$ cat config.mk
export PLATFORM = sky130hd
export DESIGN_NAME = arm_sram_mem_ctrl
export DESIGN_NICKNAME = d
export VERILOG_FILES = /design/src/rtl/arm_mem_pkg.sv /design/src/rtl/sram_beat_timer.sv /design/src/rtl/arm_sram_mem_ctrl.sv
export SDC_FILE = /design/constraint.sdc
export NUM_CORES = 1
export LEC_CHECK = 0
export CAP_MARGIN = 20
export CORE_ASPECT_RATIO = 1.4
export CORE_MARGIN = 4
export CORE_UTILIZATION = 45
export CTS_CLUSTER_SIZE = 24
export DETAILED_ROUTE_END_ITERATION = 7
export PLACE_DENSITY = 0.74
export SLEW_MARGIN = 20
export SYNTH_ARGS = -nofsm -noshare
export SYNTH_HDL_FRONTEND = slang
export SYNTH_SLANG_ARGS = --single-unit
$ cat constraint.sdc
create_clock -name clk -period 2.15 [get_ports clk]
set_input_delay 0.215 -clock clk [delete_from_list [all_inputs] [get_ports clk]]
set_output_delay 0.215 -clock clk [all_outputs]
set_load 0.02 [all_outputs]
$ cat src/rtl/arm_mem_pkg.sv
// Shared types and constants for the MEM-stage SRAM controller.
package arm_mem_pkg;

  typedef enum logic [1:0] {
    IDLE   = 2'd0,
    ACCESS = 2'd1,
    DONE   = 2'd2
  } state_e;

  localparam int unsigned BASE_ADDR_DEFAULT = 32'd1024;

  function automatic int unsigned beats_f(input int unsigned data_w, input int unsigned sram_w);
    return data_w / sram_w;
  endfunction

  // Counter width for n states, never narrower than one bit.
  function automatic int unsigned cnt_w_f(input int unsigned n);
    return (n > 1) ? $clog2(n) : 1;
  endfunction

endpackage

$ cat src/rtl/sram_beat_timer.sv
// Beat and wait-state counters for one multi-beat SRAM access.
module sram_beat_timer
  import arm_mem_pkg::*;
#(
  parameter int unsigned BEATS       = 2,
  parameter int unsigned WAIT_CYCLES = 1,
  localparam int unsigned BEAT_W     = cnt_w_f(BEATS),
  localparam int unsigned WAIT_W     = cnt_w_f(WAIT_CYCLES + 1)
) (
  input  logic              clk,
  input  logic              rst,
  input  logic              start,
  input  logic              advance,
  output logic [BEAT_W-1:0] beat,
  output logic              last_cycle_of_beat,
  output logic              last_beat,
  output logic [BEAT_W-1:0] beat_nxt_c,
  output logic              last_cycle_nxt_c
);

  logic [BEAT_W-1:0] beat_q, beat_d;
  logic [WAIT_W-1:0] wait_q, wait_d;

  assign beat               = beat_q;
  assign last_cycle_of_beat = (wait_q == WAIT_W'(WAIT_CYCLES));
  assign last_beat          = (beat_q == BEAT_W'(BEATS - 1));
  assign beat_nxt_c         = beat_d;
  assign last_cycle_nxt_c   = (wait_d == WAIT_W'(WAIT_CYCLES));

  always_comb begin
    beat_d = beat_q;
    wait_d = wait_q;
    if (start) begin
      beat_d = '0;
      wait_d = '0;
    end else if (advance) begin
      if (last_cycle_of_beat) begin
        wait_d = '0;
        beat_d = last_beat ? '0 : beat_q + BEAT_W'(1);
      end else begin
        wait_d = wait_q + WAIT_W'(1);
      end
    end
  end

  always_ff @(posedge clk or negedge rst) begin
    if (!rst) begin
      beat_q <= '0;
      wait_q <= '0;
    end else begin
      beat_q <= beat_d;
      wait_q <= wait_d;
    end
  end

endmodule

$ cat src/rtl/arm_sram_mem_ctrl.sv
// MEM-stage controller: splits core loads/stores into narrow SRAM beats and freezes the pipeline meanwhile.
module arm_sram_mem_ctrl
  import arm_mem_pkg::*;
#(
  parameter int unsigned DATA_W      = 32,
  parameter int unsigned ADDR_W      = 32,
  parameter int unsigned SRAM_DATA_W = 16,
  parameter int unsigned SRAM_ADDR_W = 18,
  parameter int unsigned WAIT_CYCLES = 1,
  parameter int unsigned BASE_ADDR   = BASE_ADDR_DEFAULT
) (
  input  logic                   clk,
  input  logic                   rst,
  input  logic                   mem_r_en,
  input  logic                   mem_w_en,
  input  logic [ADDR_W-1:0]      address,
  input  logic [DATA_W-1:0]      wdata,
  output logic [DATA_W-1:0]      rdata,
  output logic                   freeze,
  output logic [SRAM_ADDR_W-1:0] sram_addr,
  input  logic [SRAM_DATA_W-1:0] sram_dq_in,
  output logic [SRAM_DATA_W-1:0] sram_dq_out,
  output logic                   sram_dq_oe,
  output logic                   sram_we_n
);

  localparam int unsigned BEATS  = beats_f(DATA_W, SRAM_DATA_W);
  localparam int unsigned BEAT_W = cnt_w_f(BEATS);

  state_e                 state_q, state_d;
  logic                   op_wr_q, op_wr_d;
  logic [SRAM_ADDR_W-1:0] word_idx_q, word_idx_d;
  logic [DATA_W-1:0]      wdata_q, wdata_d;
  logic [DATA_W-1:0]      rbuf_q, rbuf_d;
  logic [DATA_W-1:0]      rdata_q, rdata_d;
  logic [SRAM_ADDR_W-1:0] sram_addr_q, sram_addr_d;
  logic [SRAM_DATA_W-1:0] sram_dq_out_q, sram_dq_out_d;
  logic                   sram_dq_oe_q, sram_dq_oe_d;
  logic                   sram_we_n_q, sram_we_n_d;

  logic                   req_c, start_c, advance_c;
  logic [ADDR_W-1:0]      offset_c;
  logic [BEAT_W-1:0]      beat, beat_nxt_c;
  logic                   last_cycle_of_beat, last_beat, last_cycle_nxt_c;

  assign req_c     = mem_r_en | mem_w_en;
  assign start_c   = (state_q == IDLE) && req_c;
  assign advance_c = (state_q == ACCESS);
  assign offset_c  = address - ADDR_W'(BASE_ADDR);

  // Freeze must rise in the request cycle itself, so it is decoded from state and request.
  assign freeze      = advance_c || start_c;
  assign rdata       = rdata_q;
  assign sram_addr   = sram_addr_q;
  assign sram_dq_out = sram_dq_out_q;
  assign sram_dq_oe  = sram_dq_oe_q;
  assign sram_we_n   = sram_we_n_q;

  sram_beat_timer #(
    .BEATS       (BEATS),
    .WAIT_CYCLES (WAIT_CYCLES)
  ) u_timer (
    .clk                (clk),
    .rst                (rst),
    .start              (start_c),
    .advance            (advance_c),
    .beat               (beat),
    .last_cycle_of_beat (last_cycle_of_beat),
    .last_beat          (last_beat),
    .beat_nxt_c         (beat_nxt_c),
    .last_cycle_nxt_c   (last_cycle_nxt_c)
  );

  always_comb begin
    state_d       = state_q;
    op_wr_d       = op_wr_q;
    word_idx_d    = word_idx_q;
    wdata_d       = wdata_q;
    rbuf_d        = rbuf_q;
    rdata_d       = rdata_q;
    sram_addr_d   = '0;
    sram_dq_out_d = '0;
    sram_dq_oe_d  = 1'b0;
    sram_we_n_d   = 1'b1;

    case (state_q)
      IDLE: begin
        if (req_c) begin
          state_d    = ACCESS;
          op_wr_d    = mem_w_en;
          word_idx_d = SRAM_ADDR_W'(offset_c >> 2);
          wdata_d    = wdata;
        end
      end
      ACCESS: begin
        if (!op_wr_q && last_cycle_of_beat) begin
          for (int unsigned b = 0; b < BEATS; b++) begin
            if (beat == BEAT_W'(b)) rbuf_d[b*SRAM_DATA_W +: SRAM_DATA_W] = sram_dq_in;
          end
        end
        if (last_cycle_of_beat && last_beat) begin
          state_d = DONE;
          if (!op_wr_q) rdata_d = rbuf_d;
        end
      end
      DONE:    state_d = IDLE;
      default: state_d = IDLE;
    endcase

    // SRAM pins are registered from next-cycle state so strobes are glitch-free.
    if (state_d == ACCESS) begin
      sram_addr_d = SRAM_ADDR_W'(word_idx_d * SRAM_ADDR_W'(BEATS)) + SRAM_ADDR_W'(beat_nxt_c);
      if (op_wr_d) begin
        sram_dq_oe_d = 1'b1;
        sram_we_n_d  = (WAIT_CYCLES != 0) && last_cycle_nxt_c;
        for (int unsigned b = 0; b < BEATS; b++) begin
          if (beat_nxt_c == BEAT_W'(b)) sram_dq_out_d = wdata_d[b*SRAM_DATA_W +: SRAM_DATA_W];
        end
      end
    end
  end

  always_ff @(posedge clk or negedge rst) begin
    if (!rst) begin
      state_q       <= IDLE;
      op_wr_q       <= 1'b0;
      word_idx_q    <= '0;
      wdata_q       <= '0;
      rbuf_q        <= '0;
      rdata_q       <= '0;
      sram_addr_q   <= '0;
      sram_dq_out_q <= '0;
      sram_dq_oe_q  <= 1'b0;
      sram_we_n_q   <= 1'b1;
    end else begin
      state_q       <= state_d;
      op_wr_q       <= op_wr_d;
      word_idx_q    <= word_idx_d;
      wdata_q       <= wdata_d;
      rbuf_q        <= rbuf_d;
      rdata_q       <= rdata_d;
      sram_addr_q   <= sram_addr_d;
      sram_dq_out_q <= sram_dq_out_d;
      sram_dq_oe_q  <= sram_dq_oe_d;
      sram_we_n_q   <= sram_we_n_d;
    end
  end

endmodule

==> flow_summary_export.csv, run 1 <==
group,metric,value,unit
pwr,leak_pwr,3.79,nW
die,dieWidth,107,µm
detailed_routing,post-route-drc-count,0,
clocking,htree_levels,4,
cells_and_area,areaGrowthSynthToFinish,36.2,%
place,post-place-cells,829,
cells_and_area,layout-drive-gt1-share,15.1,%
sta,worst_slew_pin_slew,0.536,ns
pwr,powerDensity,1590,mW/mm²
place,hpwlAfterDp,9630,µm
die,design.core.area,0.0135,mm²
clocking,tritoncts,"built",
detailed_routing,drt_iter0_markers,168,
clocking,clk_pin_slew,0.07,ns
setup_path,path_buf_inv,1,
global_routing,grt_start_max_net_pins,65,
die,rows,50,
cells_and_area,antenna_cells,0,
die,overall_die_area,0.0157,mm²
die,die_height,147,µm
detailed_routing,wire_per_inst,15.9,µm
synth,netlist_top_cells_count,"sky130_fd_sc_hd__dfrtp_1, sky130_fd_sc_hd__nand2_1, sky130_fd_sc_hd__nor2_1",
pwr,report.power.total,0.0134,W
global_routing,vias_in_the_first_global_route,4555,
place,gpl.final_weighted_congestion,0.777,
detailed_routing,detail_route.first_pass.iterations,4,
synth,yosys.cell_count.top_type,"sky130_fd_sc_hd__dfrtp_1",
setup_path,critical_path_class,"reg2reg",
clocking,clock-sinks,154,
synth,synth-edff-count,0,
clocking,maximum_clock_insertion_buffer_count,2,
min_path,hp-class,"in2async",
sta,fin_setup_tns,0,ns
detailed_routing,route.final.wire_length,13700,µm
global_routing,grt_pass1_wl,22500,µm
sta,timing_max_transition_violations_final,0,
clocking,post-cts-setup-buffers,0,
clocking,cts-buffers-inserted,17,
synth,ys.flop_type,"sky130_fd_sc_hd__dfrtp_1",
sta,setup_viol,0,
cells_and_area,nFillCells,1089,
cells_and_area,final-instance-count-excl-fill,862,
setup_path,worstSetupStartpointType,"register",
clocking,cts_root_buffer,"sky130_fd_sc_hd__clkbuf_16",
global_routing,global_route.overflow_total,0,
die,io-pin-count,153,
clocking,worst_skew_pair.late_latency,0.41,ns
synth,netlist_instances,521,
place,port_buffers,137,
synth,synthDistinctLibCells,40,
synth,netlist.top_cell.by_area,"sky130_fd_sc_hd__dfrtp_1",
sta,slew_headroom,64.2,%
synth,netlist.area_leader.share,61.8,%
setup_path,cpLargestDelayFamily,"compound AO/OA/AOI/OAI gates",
setup_path,slowest_stage,"sky130_fd_sc_hd__a221oi_4",
setup_path,worst-endpoint-arrival,2.29,ns
flow_run,drv.max_cap_violation_count,0,
sta,finalHoldViolations,0,
global_routing,antenna_found_initial,0,
detailed_routing,avgViaCountPerCell,5.10,
synth,yosys_warnings,0,
synth,postSynthNetCount,607,
setup_path,path_max_fanout,24,
synth,async_reset_ff_share,100,%
synth,synth.yosys.seq_area_share,62.3,%
global_routing,grt_util_all_layers,18.2,%
setup_path,critical_path_s_largest_stage_delay,0.47,ns
setup_path,worstPathRequired,2.46,ns
place,preCtsSetupSlack,0.0588,ns
sta,clock_skew,0.00840,ns
sta,max_freq,504,MHz
detailed_routing,vias,4398,
synth,syn_area,0.00619,mm²
status,result_of_the_run,"completed",
detailed_routing,detail_route_antenna_nets,0,
setup_path,endpoint_kind,"register",
setup_path,crit_chain,"ha_1 > a221oi_4 > buf_12 > nor2_1 > a311oi_1",
sta,post-route-period-util,92.3,%
sta,timing.final.crit_period,1.98,ns
sta,unrepaired_setup_endpoints_after_global_routing,"no",
die,start_util,46.0,%
pwr,ir_worst_vdd,0.000760,V
synth,dominant_cells_by_area_after_synthesis,"sky130_fd_sc_hd__dfrtp_1, sky130_fd_sc_hd__mux2_2, sky130_fd_sc_hd__mux2i_1",
sta,timing.final.ws_setup,0.165,ns
synth,syn-mean-instance-area,11.9,µm²
cells_and_area,final_net_count,753,
synth,synth_seq_cells,154,
## power by group
part / leakage, nW / total [W] / internal (W) / switching, W
clock: 0.271 / 0.00288 / 0.00165 / 0.00122
combinational: 1.70 / 0.00560 / 0.00267 / 0.00292
sequential: 1.82 / 0.00490 / 0.00428 / 0.000615
## state kept, by name, summed over array words and instances (netlist names)
signal / flops
op_wr_q: 1
state_q: 2
rbuf_q: 32
sram_addr: 18
u_timer.last_cycle_of_beat: 1
u_timer.beat: 1
sram_we_n: 1
sram_dq_out: 16
word_idx_q: 17
rdata: 32
wdata_q: 32
sram_dq_oe: 1
## cell type report
cell class                      count  area (µm²)  area share [%]
Sequential cell                   154        3850            45.7
Multi-Input combinational cell    333        2170            25.8
Timing Repair Buffer              156        1580            18.7
Clock buffer                       19         443            5.25
Tap cell                          182         228            2.70
Clock inverter                     13         135            1.60
Inverter                            5        18.8           0.223
## through the flow
| step | utilization [%] | instance area (µm²) | hold WS, ns |
|---|---|---|---|
| 2_1_floorplan | - | 6190 | -0.0806 |
| 3_3_place_gp | 58.3 | 7840 | 0.183 |
| 3_5_place_dp | 58.3 | 7840 | 0.191 |
| 4_1_cts | 62.7 | 8430 | 0.316 |
| 5_1_grt | 62.7 | 8430 | 0.327 |
| 6_report | 62.7 | 8430 | 0.312 |
## cell families (layout without fill, tap and decap cells)
group	Yosys count	count (layout)	synth area share, %
compound gates	79	79	8.55
xor+xnor	6	6	0.849
mux	76	76	13.2
flops	154	154	62.3
simple gates	170	170	11.8
buf+inv	34	193	2.97
fa+ha+maj	2	2	0.404
## what timing repair did
action,CTS,global route
hold buffers,1,0
gates resized for setup,0,0
hold endpoints to repair,47,0
## metal layers
| layer | share of wire (%) | vias to the layer above | track usage, % |
|---|---|---|---|
| li1 | - | 2084 | - |
| met1 | 41 | 2175 | 21.6 |
| met4 | 2.2 | 0 | 7.17 |
| met2 | 51 | 115 | 30.8 |
| met3 | 6.1 | 24 | 5.67 |
| met5 | 0 | - | 0 |
## final timing paths
| kind | start | endpoint | slack [ns] | depth (start not counted) |
|---|---|---|---|---|
| max | u_timer.beat$_DFF_PN0_ | sram_dq_out[12]$_DFF_PN0_ | 0.17 | 5 |
| min | rst | rdata[10]$_DFFE_PN0P_ | 0.31 | 2 |
| max reg2reg | u_timer.beat$_DFF_PN0_ | sram_dq_out[12]$_DFF_PN0_ | 0.17 | 5 |
| min reg2reg | wdata_q[28]$_DFF_PN0_ | wdata_q[28]$_DFF_PN0_ | 0.47 | 2 |
| max in group asynchronous | rst | rdata[27]$_DFFE_PN0P_ | 1.17 | 3 |
| min in group clk | wdata[30] | wdata_q[30]$_DFF_PN0_ | 0.33 | 3 |
## layout by cell type, fill, tap and decap left out, drive strengths merged, types with 5 or more instances in the layout
cell,n
inv,10
buf,19
nand2,83
a21oi,41
mux2i,32
mux2,44
clkdlybuf4s50,136
dfrtp,153
nor2b,10
nor2,57
a21o,5
clkbuf,19
a311oi,12
a211oi,7
Power figures use the tool's default switching activity.
==> run 2: changes to the inputs <==
--- a/config.mk
+++ b/config.mk
@@ -12,6 +12,7 @@
 export CTS_CLUSTER_SIZE = 24
 export DETAILED_ROUTE_END_ITERATION = 7
 export PLACE_DENSITY = 0.74
+export SKIP_LAST_GASP = 1
 export SLEW_MARGIN = 20
 export SYNTH_ARGS = -nofsm -noshare
 export SYNTH_HDL_FRONTEND = slang
==> results of run 2 <==
Same layout as run 1: the final DEF is identical, and so are final timing and power.
==> run 3: changes to the inputs <==
--- a/config.mk
+++ b/config.mk
@@ -13,7 +13,7 @@
 export DETAILED_ROUTE_END_ITERATION = 7
 export PLACE_DENSITY = 0.74
 export SKIP_LAST_GASP = 1
-export SLEW_MARGIN = 20
+export SLEW_MARGIN = 10
 export SYNTH_ARGS = -nofsm -noshare
 export SYNTH_HDL_FRONTEND = slang
 export SYNTH_SLANG_ARGS = --single-unit
==> results of run 3 <==
Same layout as run 1: the final DEF is identical, and so are final timing and power.
==> variant 1 (flow settings as in run 3) <==
The 3 states of `state_e` get a one-hot encoding in 3 bits.
--- a/src/rtl/arm_mem_pkg.sv
+++ b/src/rtl/arm_mem_pkg.sv
@@ -2,8 +2,8 @@
 package arm_mem_pkg;
 
-  typedef enum logic [1:0] {
-    IDLE   = 2'd0,
-    ACCESS = 2'd1,
-    DONE   = 2'd2
+  typedef enum logic [2:0] {
+    IDLE   = 3'b001,
+    ACCESS = 3'b010,
+    DONE   = 3'b100
   } state_e;
 
Formal check against the unedited RTL: no difference found for any inputs over 10 cycles, from zero or initial values and one cycle with rst low; not proved beyond that.
==> variant 1 against run 3 <==
  * Power decreased by 5.5%
  * Worst setup slack got worse by 0.021 ns
  * Synthesized area increased by 1.9%
  * Wire length increased by 0.18%
  * Hold slack got worse by 0.032 ns
  * Cell area increased by 1.9%
  * Sequential power decreased by 3%
  * Sequential cell count increased by 1
  * Sequential share of layout area decreased by 0.57 points
  * Non-clock buffer count increased by 4
==> variant 1: results (changes against run 3) <==
| Metric | Value |
|---|---|
| Status | finished clean |
| Slack of the worst reg-to-reg path | between 0.15 and 0.2 ns |
| Non-filler cells, final | 867 (+0.58%) |
| Vias in the first global route | 4660 (+2.3%) |
| Avg WL per Cell | 15.88 µm (-0.40%) |
| Aggregate global-route resource usage | 18.25% (+0.023 points) |
| Dpl cells | 834 (+0.60%) |
| Global-route wire length before repair | 22960 µm (+2.1%) |
| CP Launch Type | flop |
| Leak | 3.959 nW (+4.5%) |
| Final WS setup | 0.1440 ns (-0.02138 ns) |
| Post-DP HPWL | 9654 µm (+0.23%) |
| Worst endpoint data arrival time | 1.79 ns (-0.50 ns) |
| GP Congestion | 0.8224 (+5.9%) |
| Peak VDD IR | 0.0006643 V (-13%) |
| Layout net count | 758 (+0.66%) |
| Worst Skew | 0.01054 ns (+0.002142 ns) |
| Synth cell count leaders | 153 x dfrtp_1, 87 x nand2_1, 48 x mux2i_1, 40 x mux2_2, 36 x o21ai_0 |
| Synth unique cells | 41 (+2.5%) |
| DP Worst Slack | -0.008345 ns (-0.06712 ns) |
| CTS max path bufs | 2 (unchanged) |
| Async SR Flop Fraction | 100.0% (unchanged) |
| Layout cells sized above 1 | 16.79% (+1.6 points) |
| Worst R2R Start | state_q[0] |
| Via count | 4359 (-0.89%) |
| Area after DPL | 0.007995 mm² (+1.9%) |
| Cells after Synth | 520 (-0.19%) |
| Post-CTS Setup Inserts | 0 (unchanged) |
| Syn Nets | 606 (-0.16%) |
| Worst-Margin Slew | 0.5319 ns (-0.004203 ns) |
| Starting Density | 46.49% (+0.45 points) |
| Final hold slack | 0.2803 ns (-0.03165 ns) |
| Seq/Total Area, Yosys | 61.50% (-0.76 points) |
| CP max stage cell | dfstp_2 |
| Initial DRC count | 170 (+1.2%) |
| CP max stage delay | 0.58 ns (+0.11 ns) |
| Crit Path Max Fanout | 6 (-75%) |
| Synth area leaders | dfrtp_1 61%, mux2i_1 7.6%, mux2_2 7.1%, nand2_1 5.2%, o21ai_0 2.9% |
==> variant 1: cell types whose count changed after synthesis, moves of 5 or more <==
cell and change:
a311oi_1 -12, inv_1 +19, mux2i_1 +16, a21oi_1 -34
clkbuf_1 +7, a221oi_1 +6, a21o_1 -5, nor2_1 -26
o21ai_0 +35, a221oi_2 +9, buf_2 -10
==> variant 1: what timing repair did <==
item | 4_1_cts | 5_1_grt
resized for setup | 2 | 2
endpoints found under the hold margin | 36 | 0
gates cloned | 0 | 0
hold buffers | 1 | 0
endpoints found under the setup margin | 1 | 1
==> variant 1: path summary, 6_finish.rpt <==
path	to
min	rdata[27]
max in group asynchronous	wdata_q[2]
min in group clk	wdata_q[31]
min reg2reg	wdata_q[16]
max	freeze
max reg2reg	sram_addr[6]
==> variant 1: where the power goes <==
part / internal [mW] / switching [mW]
logic: 2.32 / 2.61
registers: 4.18 / 0.562
clock network: 1.68 / 1.29
==> variant 1: critical path, delay by kind of cell (launching register included) <==
family | cells | cell delay, ns
and+or+nand+nor | 1 | 0.28
buffers and inverters | 1 | 0.24
DFF | 1 | 0.58
AOI/OAI and AO/OA | 2 | 0.27
==> variant 1: layout make-up <==
type / instances / area [µm²]
flip-flops and latches: 155 / 3881
well taps: 182 / 227.7
multi-input cells: 315 / 2200
fillers: 1109 / 4980
repair buffers: 160 / 1605
inverters: 23 / 86.33
clock inverters: 14 / 156.4
clock buffers: 18 / 439.2
==> variant 1: metal layers <==
layer  share of wire [%]  global-route usage [%]  vias to the layer above
met2                  51                   30.95                      124
met3                 6.4                   6.209                       19
li1                    -                       -                     2087
met4                 1.5                   5.685                        0
met5                   0                       0                        -
met1                  41                   21.88                     2129
==> variant 1: kinds of logic (layout without fill, tap and decap cells) <==
kind of cell / count (synthesis) / after routing / share of synthesized area, %
compound gates: 70 / 70 / 8.009
xor+xnor: 6 / 6 / 0.8328
flops: 155 / 155 / 61.50
fa+ha+maj: 2 / 2 / 0.3964
mux: 89 / 89 / 14.99
simple gates: 148 / 148 / 10.55
buf+inv: 50 / 215 / 3.727
==> variant 2 (settings of run 3) <==
Without the edit above. Set the parameter `SRAM_ADDR_W` to 16 (it was 18).
--- a/src/rtl/arm_sram_mem_ctrl.sv
+++ b/src/rtl/arm_sram_mem_ctrl.sv
@@ -6,5 +6,5 @@
   parameter int unsigned ADDR_W      = 32,
   parameter int unsigned SRAM_DATA_W = 16,
-  parameter int unsigned SRAM_ADDR_W = 18,
+  parameter int unsigned SRAM_ADDR_W = 16,
   parameter int unsigned WAIT_CYCLES = 1,
   parameter int unsigned BASE_ADDR   = BASE_ADDR_DEFAULT
Interface: changed (resized sram_addr); port bits go from 153 to 151. The function was not compared with the original's and may differ.
==> variant 2 against run 3 <==
  * Fmax fell by 1.4%
  * Sequential cell count fell by 4
  * Power fell by 0.54%
  * Worst setup slack got worse by 0.029 ns
  * Critical path depth fell by 2
  * Wire length fell by 2.5%
  * Core utilization fell by 0.33 points
  * Sequential power fell by 2%
  * Synthesized cell count fell by 2.5%
  * Register-to-register slack improved by 0.03 ns
  * Non-clock buffer count fell by 3
  * Count of clock-buffer cells in the layout rose by 2
  * Synthesized area fell by 1.2%
  * Cell area fell by 1.5%
  * Critical path type is now flop to primary output
==> variant 2: results (changes against run 3) <==
| Metric | Value |
|---|---|
| Status | finished clean |
| Worst-Margin Slew | 0.7645 ns (+0.2284 ns) |
| Post-Route WL | 13400 µm (-2.5%) |
| Yosys warnings | 0 (unchanged) |
| Vias per cell | 5.020 (-1.6%) |
| Synth cell count leaders | 149 x dfrtp_1, 88 x nand2_1, 55 x nor2_1, 39 x a21oi_1, 37 x mux2_2 |
| Cells after Synth | 508 (-2.5%) |
| GP Congestion | 0.7307 (-5.9%) |
| Fillers | 1091 (+0.18%) |
| Pin count of the biggest net entering global routing | 73 (+12%) |
| Dpl cells | 813 (-1.9%) |
| Avg WL per Cell | 15.84 µm (-0.64%) |
| Worst R2R Start | u_timer.last_cycle_of_beat |
| Worst endpoint data arrival time | 1.80 ns (-0.49 ns) |
| Initial DRC count | 105 (-38%) |
| Leak | 3.712 nW (-2.0%) |
| Synth area leaders | dfrtp_1 61%, mux2_2 6.8%, nand2_1 5.4%, mux2i_1 5.2%, nor2_1 3.4% |
| Seq/Total Area, Yosys | 61.37% (-0.88 points) |
| Synth unique cells | 38 (-5.0%) |
| Peak VDD IR | 0.0008429 V (+11%) |
| Vias in the first global route | 4405 (-3.3%) |
| Crit Path Max Fanout | 8 (-67%) |
| Worst Skew | 0.008770 ns (+0.0003676 ns) |
| CP max stage cell | clkdlybuf4s50_1 |
| DP Worst Slack | -0.01027 ns (-0.06904 ns) |
| Worst reg2reg endpoint | sram_dq_out[14] |
| Worst R2R Path Depth | 5 (unchanged) |
| CP top delay family | buffers and inverters |
| Port bufs | 133 (-2.9%) |
| Layout net count | 737 (-2.1%) |
| CP max stage delay | 0.67 ns (+0.20 ns) |
| Post-DP HPWL | 9516 µm (-1.2%) |
| Initial antenna violation count | 0 (unchanged) |
| Global-route wire length before repair | 21800 µm (-3.1%) |
| Setup Crit Path Kind | flop to primary output |
| Reg clk slew, reported paths | ~0.06 ns |
| Layout cells sized above 1 | 16.42% (+1.3 points) |
| Syn Nets | 594 (-2.1%) |
| Aggregate global-route resource usage | 17.52% (-0.71 points) |
variant 2: repair_timing:
item,in CTS,in global routing
resized for setup,0,2
setup endpoints to repair,0,6
setup buffers,0,0
hold buffers,1,0
hold endpoints to repair,77,0
variant 2: cell families after synthesis:
logic type               Yosys count  share of synthesized area, %
XOR/XNOR                           6                        0.8589
AND/OR/NAND/NOR                  170                         11.88
flip-flops                       150                         61.37
AO/OA/AOI/OAI                     71                         8.998
multiplexers                      75                         13.21
buffers and inverters             34                         3.272
adder cells (fa/ha/maj)            2                        0.4089
variant 2: where the power goes:
group	total (mW)	internal (mW)	switching, mW
Sequential	4.79	4.17	0.616
Combinational	5.62	2.65	2.97
Clock	2.89	1.77	1.12
variant 2: worst max-delay path by stage:
stage                                 end  startpoint  slack [ns]
after global routing               freeze  state_q[0]        0.03
after global placement    sram_dq_out[15]    mem_w_en        0.07
after CTS                          freeze  state_q[0]         0.1
final                              freeze  state_q[0]        0.14
after detailed placement   sram_dq_out[6]    mem_w_en       -0.01
after floorplan                rbuf_q[21]     op_wr_q        0.42
variant 2: area by class of cell:
cell class / instances / area (µm²) / share of cell area (%)
timing repair buffer: 153 / 1539 / 18.52
tap: 182 / 227.7 / 2.741
sequential: 150 / 3755 / 45.19
clock buffer: 21 / 460.4 / 5.541
clock inverter: 11 / 125.1 / 1.506
multi-input combinational: 324 / 2183 / 26.28
inverter: 5 / 18.77 / 0.2259
variant 2: per-stage QoR:
stage | power (mW) | util, % | area [µm²] | hold slack, ns
floorplan | 8.423 | - | 6118 | -0.08059
global placement | 10.22 | 57.85 | 7709 | 0.06534
detailed placement | 10.49 | 57.85 | 7709 | 0.07442
CTS | 13.43 | 62.32 | 8304 | 0.2236
global route | 14.12 | 62.36 | 8309 | 0.2326
finish | 13.30 | 62.36 | 8309 | 0.2402
variant 2: metal layers:
layer  part of all wire (%)  GRT usage [%]  vias to the layer above
li1                       -              -                     2017
met1                     41          21.82                     2102
met2                     51          29.41                      114
met3                    6.0          5.593                       14
met4                    1.2          4.862                        0
met5                      0              0                        -
